**src/rtl/mem_bus_arbiter.sv**
```systemverilog
// mem_bus_arbiter: two-master / one-slave arbiter for the core memory port.
// M0 = instruction fetch (read only), M1 = load/store (read and write).
// One transaction in flight; the grant is held from request acceptance until
// the response handshake. gnt mirrors the FSM state and doubles as its
// debug view: 00 IDLE, 01 M0 read, 10 M1 read, 11 M1 write.
//
// Handshake rule on every channel: a transfer happens in the cycle where
// both valid and ready are high. Valid must then stay high until that
// cycle; the arbiter never times out a stalled master.
//
// Optional build macro: ARB_ROUND_ROBIN_EN -- alternates read priority
// between M0 and M1 when both request in the same cycle. Undefined gives
// fixed priority: M1 read > M1 write > M0 read.
module mem_bus_arbiter #(
    parameter int ADDR_W = 32,
    parameter int DATA_W = 32
) (
    input  logic              clock,
    input  logic              resetn,
    // M0 read channel
    input  logic              m0_ARvalid,
    input  logic [ADDR_W-1:0] m0_ARdata,
    input  logic [2:0]        m0_arprot,
    output logic              m0_ARready,
    output logic              m0_Rvalid,
    input  logic              m0_RReady,
    // M1 read channel
    input  logic              m1_ARvalid,
    input  logic [ADDR_W-1:0] m1_ARdata,
    input  logic [2:0]        m1_arprot,
    output logic              m1_ARready,
    output logic              m1_Rvalid,
    input  logic              m1_RReady,
    // M1 write channels
    input  logic              m1_AWvalid,
    input  logic [ADDR_W-1:0] m1_AWdata,
    input  logic [2:0]        m1_awprot,
    output logic              m1_AWready,
    input  logic              m1_Wvalid,
    input  logic [DATA_W-1:0] m1_Wdata,
    input  logic [3:0]        m1_Wstrb,
    output logic              m1_Wready,
    output logic              m1_Bvalid,
    input  logic              m1_Bready,
    // Read data broadcast to both masters
    output logic [DATA_W-1:0] Rdata,
    // Slave read channels
    output logic              s_ARvalid,
    output logic [ADDR_W-1:0] s_ARdata,
    output logic [2:0]        s_arprot,
    input  logic              s_ARready,
    input  logic              s_Rvalid,
    output logic              s_RReady,
    input  logic [DATA_W-1:0] s_Rdata,
    // Slave write channels
    output logic              s_AWvalid,
    output logic [ADDR_W-1:0] s_AWdata,
    output logic [2:0]        s_awprot,
    input  logic              s_AWready,
    output logic              s_Wvalid,
    output logic [DATA_W-1:0] s_Wdata,
    output logic [3:0]        s_Wstrb,
    input  logic              s_Wready,
    input  logic              s_Bvalid,
    output logic              s_Bready,
    // Current owner
    output logic [1:0]        gnt
);

    typedef enum logic [1:0] {
        IDLE = 2'b00,
        RD0  = 2'b01,
        RD1  = 2'b10,
        WR   = 2'b11
    } state_t;

    state_t state_q;
    state_t arb_d;
    logic   ar_done_q;
    logic   aw_done_q;
    logic   w_done_q;

    logic   ar_hs;
    logic   r_hs;
    logic   aw_hs;
    logic   w_hs;
    logic   b_hs;

`ifdef ARB_ROUND_ROBIN_EN
    // 1 = M0 won the previous read, 0 = M1 did (reset value).
    logic   last_rd_q;
`endif

    // Arbitration: choose the owner for the next cycle from the raw requests.
    always_comb begin
        arb_d = IDLE;
`ifdef ARB_ROUND_ROBIN_EN
        if (m0_ARvalid && m1_ARvalid) begin
            arb_d = last_rd_q ? RD1 : RD0;
        end else if (m1_ARvalid) begin
            arb_d = RD1;
        end else if (m0_ARvalid) begin
            arb_d = RD0;
        end else if (m1_AWvalid || m1_Wvalid) begin
            arb_d = WR;
        end
`else
        if (m1_ARvalid) begin
            arb_d = RD1;
        end else if (m1_AWvalid || m1_Wvalid) begin
            arb_d = WR;
        end else if (m0_ARvalid) begin
            arb_d = RD0;
        end
`endif
    end

    // Channel forwarding: only the granted master is connected to the slave.
    always_comb begin
        m0_ARready = 1'b0;
        m0_Rvalid  = 1'b0;
        m1_ARready = 1'b0;
        m1_Rvalid  = 1'b0;
        m1_AWready = 1'b0;
        m1_Wready  = 1'b0;
        m1_Bvalid  = 1'b0;
        s_ARvalid  = 1'b0;
        s_ARdata   = '0;
        s_arprot   = 3'b000;
        s_RReady   = 1'b0;
        s_AWvalid  = 1'b0;
        s_AWdata   = '0;
        s_awprot   = 3'b000;
        s_Wvalid   = 1'b0;
        s_Wdata    = '0;
        s_Wstrb    = 4'b0000;
        s_Bready   = 1'b0;
        case (state_q)
            RD0: begin
                s_ARvalid  = m0_ARvalid & ~ar_done_q;
                s_ARdata   = m0_ARdata;
                s_arprot   = m0_arprot;
                m0_ARready = s_ARready & ~ar_done_q;
                s_RReady   = m0_RReady;
                m0_Rvalid  = s_Rvalid;
            end
            RD1: begin
                s_ARvalid  = m1_ARvalid & ~ar_done_q;
                s_ARdata   = m1_ARdata;
                s_arprot   = m1_arprot;
                m1_ARready = s_ARready & ~ar_done_q;
                s_RReady   = m1_RReady;
                m1_Rvalid  = s_Rvalid;
            end
            WR: begin
                s_AWvalid  = m1_AWvalid & ~aw_done_q;
                s_AWdata   = m1_AWdata;
                s_awprot   = m1_awprot;
                m1_AWready = s_AWready & ~aw_done_q;
                s_Wvalid   = m1_Wvalid & ~w_done_q;
                s_Wdata    = m1_Wdata;
                s_Wstrb    = m1_Wstrb;
                m1_Wready  = s_Wready & ~w_done_q;
                s_Bready   = m1_Bready;
                m1_Bvalid  = s_Bvalid;
            end
            default: ;
        endcase
    end

    // Handshake detection on the slave side (outputs are zero when not granted).
    always_comb begin
        ar_hs = s_ARvalid & s_ARready;
        r_hs  = s_Rvalid  & s_RReady;
        aw_hs = s_AWvalid & s_AWready;
        w_hs  = s_Wvalid  & s_Wready;
        b_hs  = s_Bvalid  & s_Bready;
    end

    assign Rdata = s_Rdata;
    assign gnt   = state_q;

    // FSM: grant lock, per-channel done flags, read-owner history.
    always_ff @(posedge clock) begin
        if (!resetn) begin
            state_q   <= IDLE;
            ar_done_q <= 1'b0;
            aw_done_q <= 1'b0;
            w_done_q  <= 1'b0;
`ifdef ARB_ROUND_ROBIN_EN
            last_rd_q <= 1'b0;
`endif
        end else begin
            case (state_q)
                IDLE: begin
                    state_q   <= arb_d;
                    ar_done_q <= 1'b0;
                    aw_done_q <= 1'b0;
                    w_done_q  <= 1'b0;
`ifdef ARB_ROUND_ROBIN_EN
                    if (arb_d == RD0) begin
                        last_rd_q <= 1'b1;
                    end else if (arb_d == RD1) begin
                        last_rd_q <= 1'b0;
                    end
`endif
                end
                RD0, RD1: begin
                    if (ar_hs) begin
                        ar_done_q <= 1'b1;
                    end
                    if (r_hs) begin
                        state_q   <= IDLE;
                        ar_done_q <= 1'b0;
                    end
                end
                WR: begin
                    if (aw_hs) begin
                        aw_done_q <= 1'b1;
                    end
                    if (w_hs) begin
                        w_done_q <= 1'b1;
                    end
                    // B ends the write even if AW/W never completed.
                    if (b_hs) begin
                        state_q   <= IDLE;
                        aw_done_q <= 1'b0;
                        w_done_q  <= 1'b0;
                    end
                end
                default: state_q <= IDLE;
            endcase
        end
    end

endmodule

```
**config.mk**
```make
export PLATFORM = sky130hd
export DESIGN_NAME = mem_bus_arbiter
export DESIGN_NICKNAME = d
export VERILOG_FILES = /design/src/rtl/mem_bus_arbiter.sv
export SDC_FILE = /design/constraint.sdc
export NUM_CORES = 1
export LEC_CHECK = 0
export CAP_MARGIN = 20
export CORE_AREA = 2 2 133 135
export CTS_CLUSTER_SIZE = 16
export DETAILED_ROUTE_END_ITERATION = 10
export DIE_AREA = 0 0 135 137
export SLEW_MARGIN = 25
export SYNTH_ARGS = -nofsm -noshare
export SYNTH_HDL_FRONTEND = slang
export SYNTH_SLANG_ARGS = --single-unit
```
**constraint.sdc**
```tcl
create_clock -name clock -period 2.3 [get_ports clock]
set_input_delay 0.575 -clock clock [delete_from_list [all_inputs] [get_ports clock]]
set_output_delay 0.575 -clock clock [all_outputs]
set_load 0.01 [all_outputs]
```
# == Word level (Yosys, flattened, before mapping) ==
# Index checks and enable logic that the tools add are counted.
# totals
output_inout_bits,152
ff_bits,5
input_bits,187
word_cells,69
# op_classes
n_bitwise,15
mux,33
reduce_logical,9
n_eq_ne,8
# op_table
op,count
32-bit two-way mux,2
32-bit case mux with 2 select lines,1
1-bit two-way mux,17
1-bit bitwise AND,12
1-bit case mux with 2 select lines,5
3-bit inequality test (second input constant),3
2-bit two-way mux,4
2-bit AND reduction,4
2-bit case mux with 3 select lines,1
3-bit case mux with 2 select lines,1
2-bit == test (second input constant),2
4-bit two-way mux,1
2-bit inequality test (second input constant),2
2-bit nonzero test,2
3-bit two-way mux,1
1-bit inverter,3
2-bit by 1-bit == test with 1-bit output (second input constant),1
2-bit logical NOT,1
2-bit OR reduction,1
1-bit logical OR,1

# == Depth between registers and ports, before layout ==
# logic_depth
ltp_word,7
depth_mapped,6
ltp_nobuf,5

# == Least setup slack after synthesis ==
# No wires, ideal clock.
# synth_path
path_kind,register to output
from,register state_q[0] (netlist: gnt[0])
to,output port s_ARdata[0]
path_stages_with_launch,6
arrival_time_ns,1.425
path_buffers,2
required_ns,1.725
slack_ns,0.300
path_cell_list,dfxtp_1 -> inv_1 -> ha_1 -> clkbuf_2 -> clkbuf_1 -> nor2b_1
# synth_between
elab_chain_len,2
word_cells_on_any_way,3
classes_between,2 x eq/ne; 1 x mux
# synth_rtl
element,line_no,source
"start, declared",77,state_t state_q;
"start signal, assigned",196,state_q <= arb_d;
2-bit == test / 2-bit by 1-bit == test with 1-bit output (equally long branches),138,case (state_q)
32-bit case mux with 2 select lines *,138,
"end, declared",49,"output logic [ADDR_W-1:0] s_ARdata,"
# Every way passes the cells marked *; elsewhere a longest branch is shown, timed or not.

# == Final worst setup path ==
# layout_path
from,input port m1_ARvalid
to,output port s_ARvalid
# layout_between
elab_chain_len,2
# layout_rtl
element,line_no,source
"start, declared",28,"input logic m1_ARvalid,"
1-bit bitwise AND,148,s_ARvalid = m1_ARvalid & ~ar_done_q;
1-bit case mux with 2 select lines,138,
"end, declared",48,"output logic s_ARvalid,"
# Every way passes these cells.

==> results.txt <==
After detailed routing, the number of remaining DRC violations is 0. Register area share after synthesis: 6.05%. The highest metal layer with signal wires was met4.

Traced cell by cell, the critical path runs through clkdlybuf4s50_1, mux2_4, nand2_1, nor2_1, dlygate4sd2_1. Synthesis produced a netlist with a net count of 433. The detailed router finished its first iteration with 32 violations.

The tools report the share of power burned in registers as 4.9%. In the final routed layout, each cell accounts on average for 13.8 um. After detailed routing, the number of vias per cell comes to 3.61. Compared with the post-synthesis result, the final layout area differs by 191%. In the synthesized netlist, the cells that appear most often are 77 x and2_1, 38 x nor2b_1, 36 x a22oi_1.

Cell internal power was estimated by the tool at 1.58 mW. The clock share of power is 11.1%, and the clock edge transition at the registers on the reported setup and hold paths is 30 ps. The initial antenna violation count is 1, and the power density over cell area is 533 mW/mm^2. The fraction of layout cells with a size suffix above 1 is 13.5%, and the combinational share of power is 83.9%.

The total power of the final layout came out at 2.57 mW. The logs give 1110 um for the wire length on met3 and 0.0185 mm^2 for the area of the die. The count of nets left with antenna violations once routing finished came out at 0.

The share of the clock period used by the worst path after layout was 96.9%. and2_1 is the most common cell in the netlist. The switching part of the total is 38.3%, and the gate count after technology mapping is 242. First-pass iteration count of the detailed router: 4. The congestion estimate from routability-driven global placement came to 0.675. The clock tree buffer depth was 2.

For this block, the routed nets add up to 10100 um of wire. The run finished with clean final reports. The relative slew slack was 79.0%; the number of synthesized flops with an enable pin was 0.

STA puts the critical path data arrival time at 1650 ps. The hold violation total from the final report is 0, and the final count of pins violating max slew is 0. The total I/O pin count is 339, and the actual slew at the worst max-slew pin is 311 ps. Pin count of the biggest net entering global routing: 20.

By startpoint and endpoint, the worst setup path is classified as input pin to primary output. The floorplan has 48 rows. Setup repair after global routing left no endpoint under its margin. For the total net switching power, the log shows 0.983 mW.

The wire length of the first global-routing pass was 14500 um; the number of clock buffers inserted by TritonCTS was 3. The HPWL after detailed placement is 8330 um. By area the synthesized netlist is led by and2_1 29%, a22oi_1 16%, buf_4 15%, nor2b_1 14%, dfxtp_1 6.1%. The type of the worst min-delay path was flop to flop.

Of all nets on the critical path, the largest fanout is 2. The post-route worst setup slack was 70.7 ps. The logs give 696 for the net count of the finished layout and 2.30 nW for the standby leakage power.

The via count of the first global-routing pass was 2642; the register bit total from synthesis was 5. Highest cell delay on the worst timing path: 430 ps. A synthesized cell averages 6.84 um^2.

The horizontal die dimension is 135 um. The logs give 1730 ps for the required time of the worst setup path and 0 for the number of max-capacitance violations reported. The initial core utilization is 9.70%. For this run, the leading register cell type out of synthesis is dfxtp_1.

Startpoint type of the worst setup path: an input pin. The clock sink total is 5, and the global-route usage over all layers is 10.0%. CTS placed an instance of clkbuf_16 at the clock tree root.

The critical path's top delay family was buffers and inverters. In the final routing, the length of wire on met1 measures 3600 um. For this run, asynchronously set or reset flops after synthesis account for 0%.

The clock latency on the worst-skew pair was 220 ps; the via count of the routed design was 2638. The total congestion overflow is 0. Library cell with the largest summed area after synthesis: and2_1. In this run the cell area of the synthesized design comes to 0.00165 mm^2. The run gives 1 as the number of levels in the clock H-tree. The tools report the worst clock skew as 0.513 ps. The top-area cell type share of the netlist area is 29.1%. The worst-path cell with the longest stage delay is clkdlybuf4s50_1. For this run, the number of Yosys warnings is 0.

The region available for standard cell placement spans 0.0171 mm^2. TritonCTS built the clock tree. In this run the tool buffered the top-level ports with 274 buffer cells.

IR analysis of the VDD net gives a maximum drop of 0.388 mV. The synthesized netlist contains 29 unique library cells. Counting both buffers and inverters, the worst setup path holds a total of 2.

For the post-placement worst setup slack, the log shows -533 ps. The tools report the routed length on met2 as 5120 um. The nature of the critical path endpoint is a primary output. The die outline height is 137 um, and the maximum operating frequency is 449 MHz. Setup violations remaining at the end of the flow were counted as 0. The clock period minus final worst setup slack is 2230 ps.
==> power groups by stage <==
stage / Sequential (mW) / Clock [mW] / Combinational, mW
detailed placement: 0.119 / 0 / 2.10
global route: 0.129 / 0.299 / 2.34
CTS: 0.121 / 0.294 / 2.19
finish: 0.126 / 0.286 / 2.15
global placement: 0.119 / 0 / 2.10
floorplan: 0.127 / 0 / 0.934
==> worst paths after layout <==
check | startpoint | endpoint | slack (ps) | depth (start not counted)
max reg2reg | gnt[0]$_SDFFE_PN0P_ | gnt[1]$_SDFFE_PN0P_ | 570 | 6
max | m1_ARvalid | s_ARvalid | 70 | 5
min reg2reg | aw_done_q$_SDFFE_PN0P_ | aw_done_q$_SDFFE_PN0P_ | 470 | 2
min | aw_done_q$_SDFFE_PN0P_ | aw_done_q$_SDFFE_PN0P_ | 470 | 2
==> flip-flops by register name (all words and copies together), names as in the netlist <==
name       flops
aw_done_q      1
gnt            2
w_done_q       1
ar_done_q      1
==> layer usage <==
layer	global-route usage (%)	up-vias
li1	-	1298
met1	10.7	1129
met2	19.0	183
met3	2.85	28
met4	3.01	0
met5	0	-
==> stage by stage <==
step / util [%] / instance area [um^2] / TNS, ps / hold slack, ps / std cells
final: 28.2 / 4810 / 0 / 475 / 730
after global routing: 28.2 / 4810 / 0 / 501 / 730
after CTS: 28.0 / 4780 / 0 / 474 / 729
after detailed placement: 27.5 / 4690 / -3990 / 467 / 722
after global placement: 27.5 / 4690 / -3570 / 461 / 722
after floorplan: - / 1650 / 0 / 441 / 242
==> cell type report <==
class                      instances  area (um^2)
tap                              225          282
fill                            1898        12200
multi-input combinational        180         1290
sequential                         5          105
antenna                            1         2.50
timing repair buffer             310         3030
inverter                           5         18.8
clock buffer                       4         78.8
==> worst register-to-register path: cells and delay by family, from the launching register on <==
family	cells	cell delay (ps)
AOI/OAI and AO/OA	2	530
adders and majority gates	1	170
buffers and inverters	2	420
DFF	1	350
muxes	1	130
==> what timing repair did <==
| item | 4_1_cts | 5_1_grt |
|---|---|---|
| setup endpoints to repair | 118 | 21 |
| resized for setup | 148 | 13 |
| hold buffers | 0 | 0 |
| gates cloned | 3 | 0 |
| pin swaps | 2 | 0 |
| buffers inserted | 0 | 0 |
==> cells by family after synthesis <==
kind of cell / share of synthesized area [%]
muxes: 1.89
and+or+nand+nor: 48.3
buffers and inverters: 20.9
adders and majority gates: 3.03
AOI/OAI and AO/OA: 19.9
DFF: 6.05
==> cells in the final DEF (no fill, tap or decap), types with 7 or more instances in the layout <==
master,synthesis,routed
a22oi_1,36,27
a22oi_2,0,9
and2_1,77,77
buf_12,0,7
buf_4,32,24
clkdlybuf4s50_1,0,155
dlygate4sd2_1,0,110
nor2b_1,38,35
(Power assumes the default switching activity.)
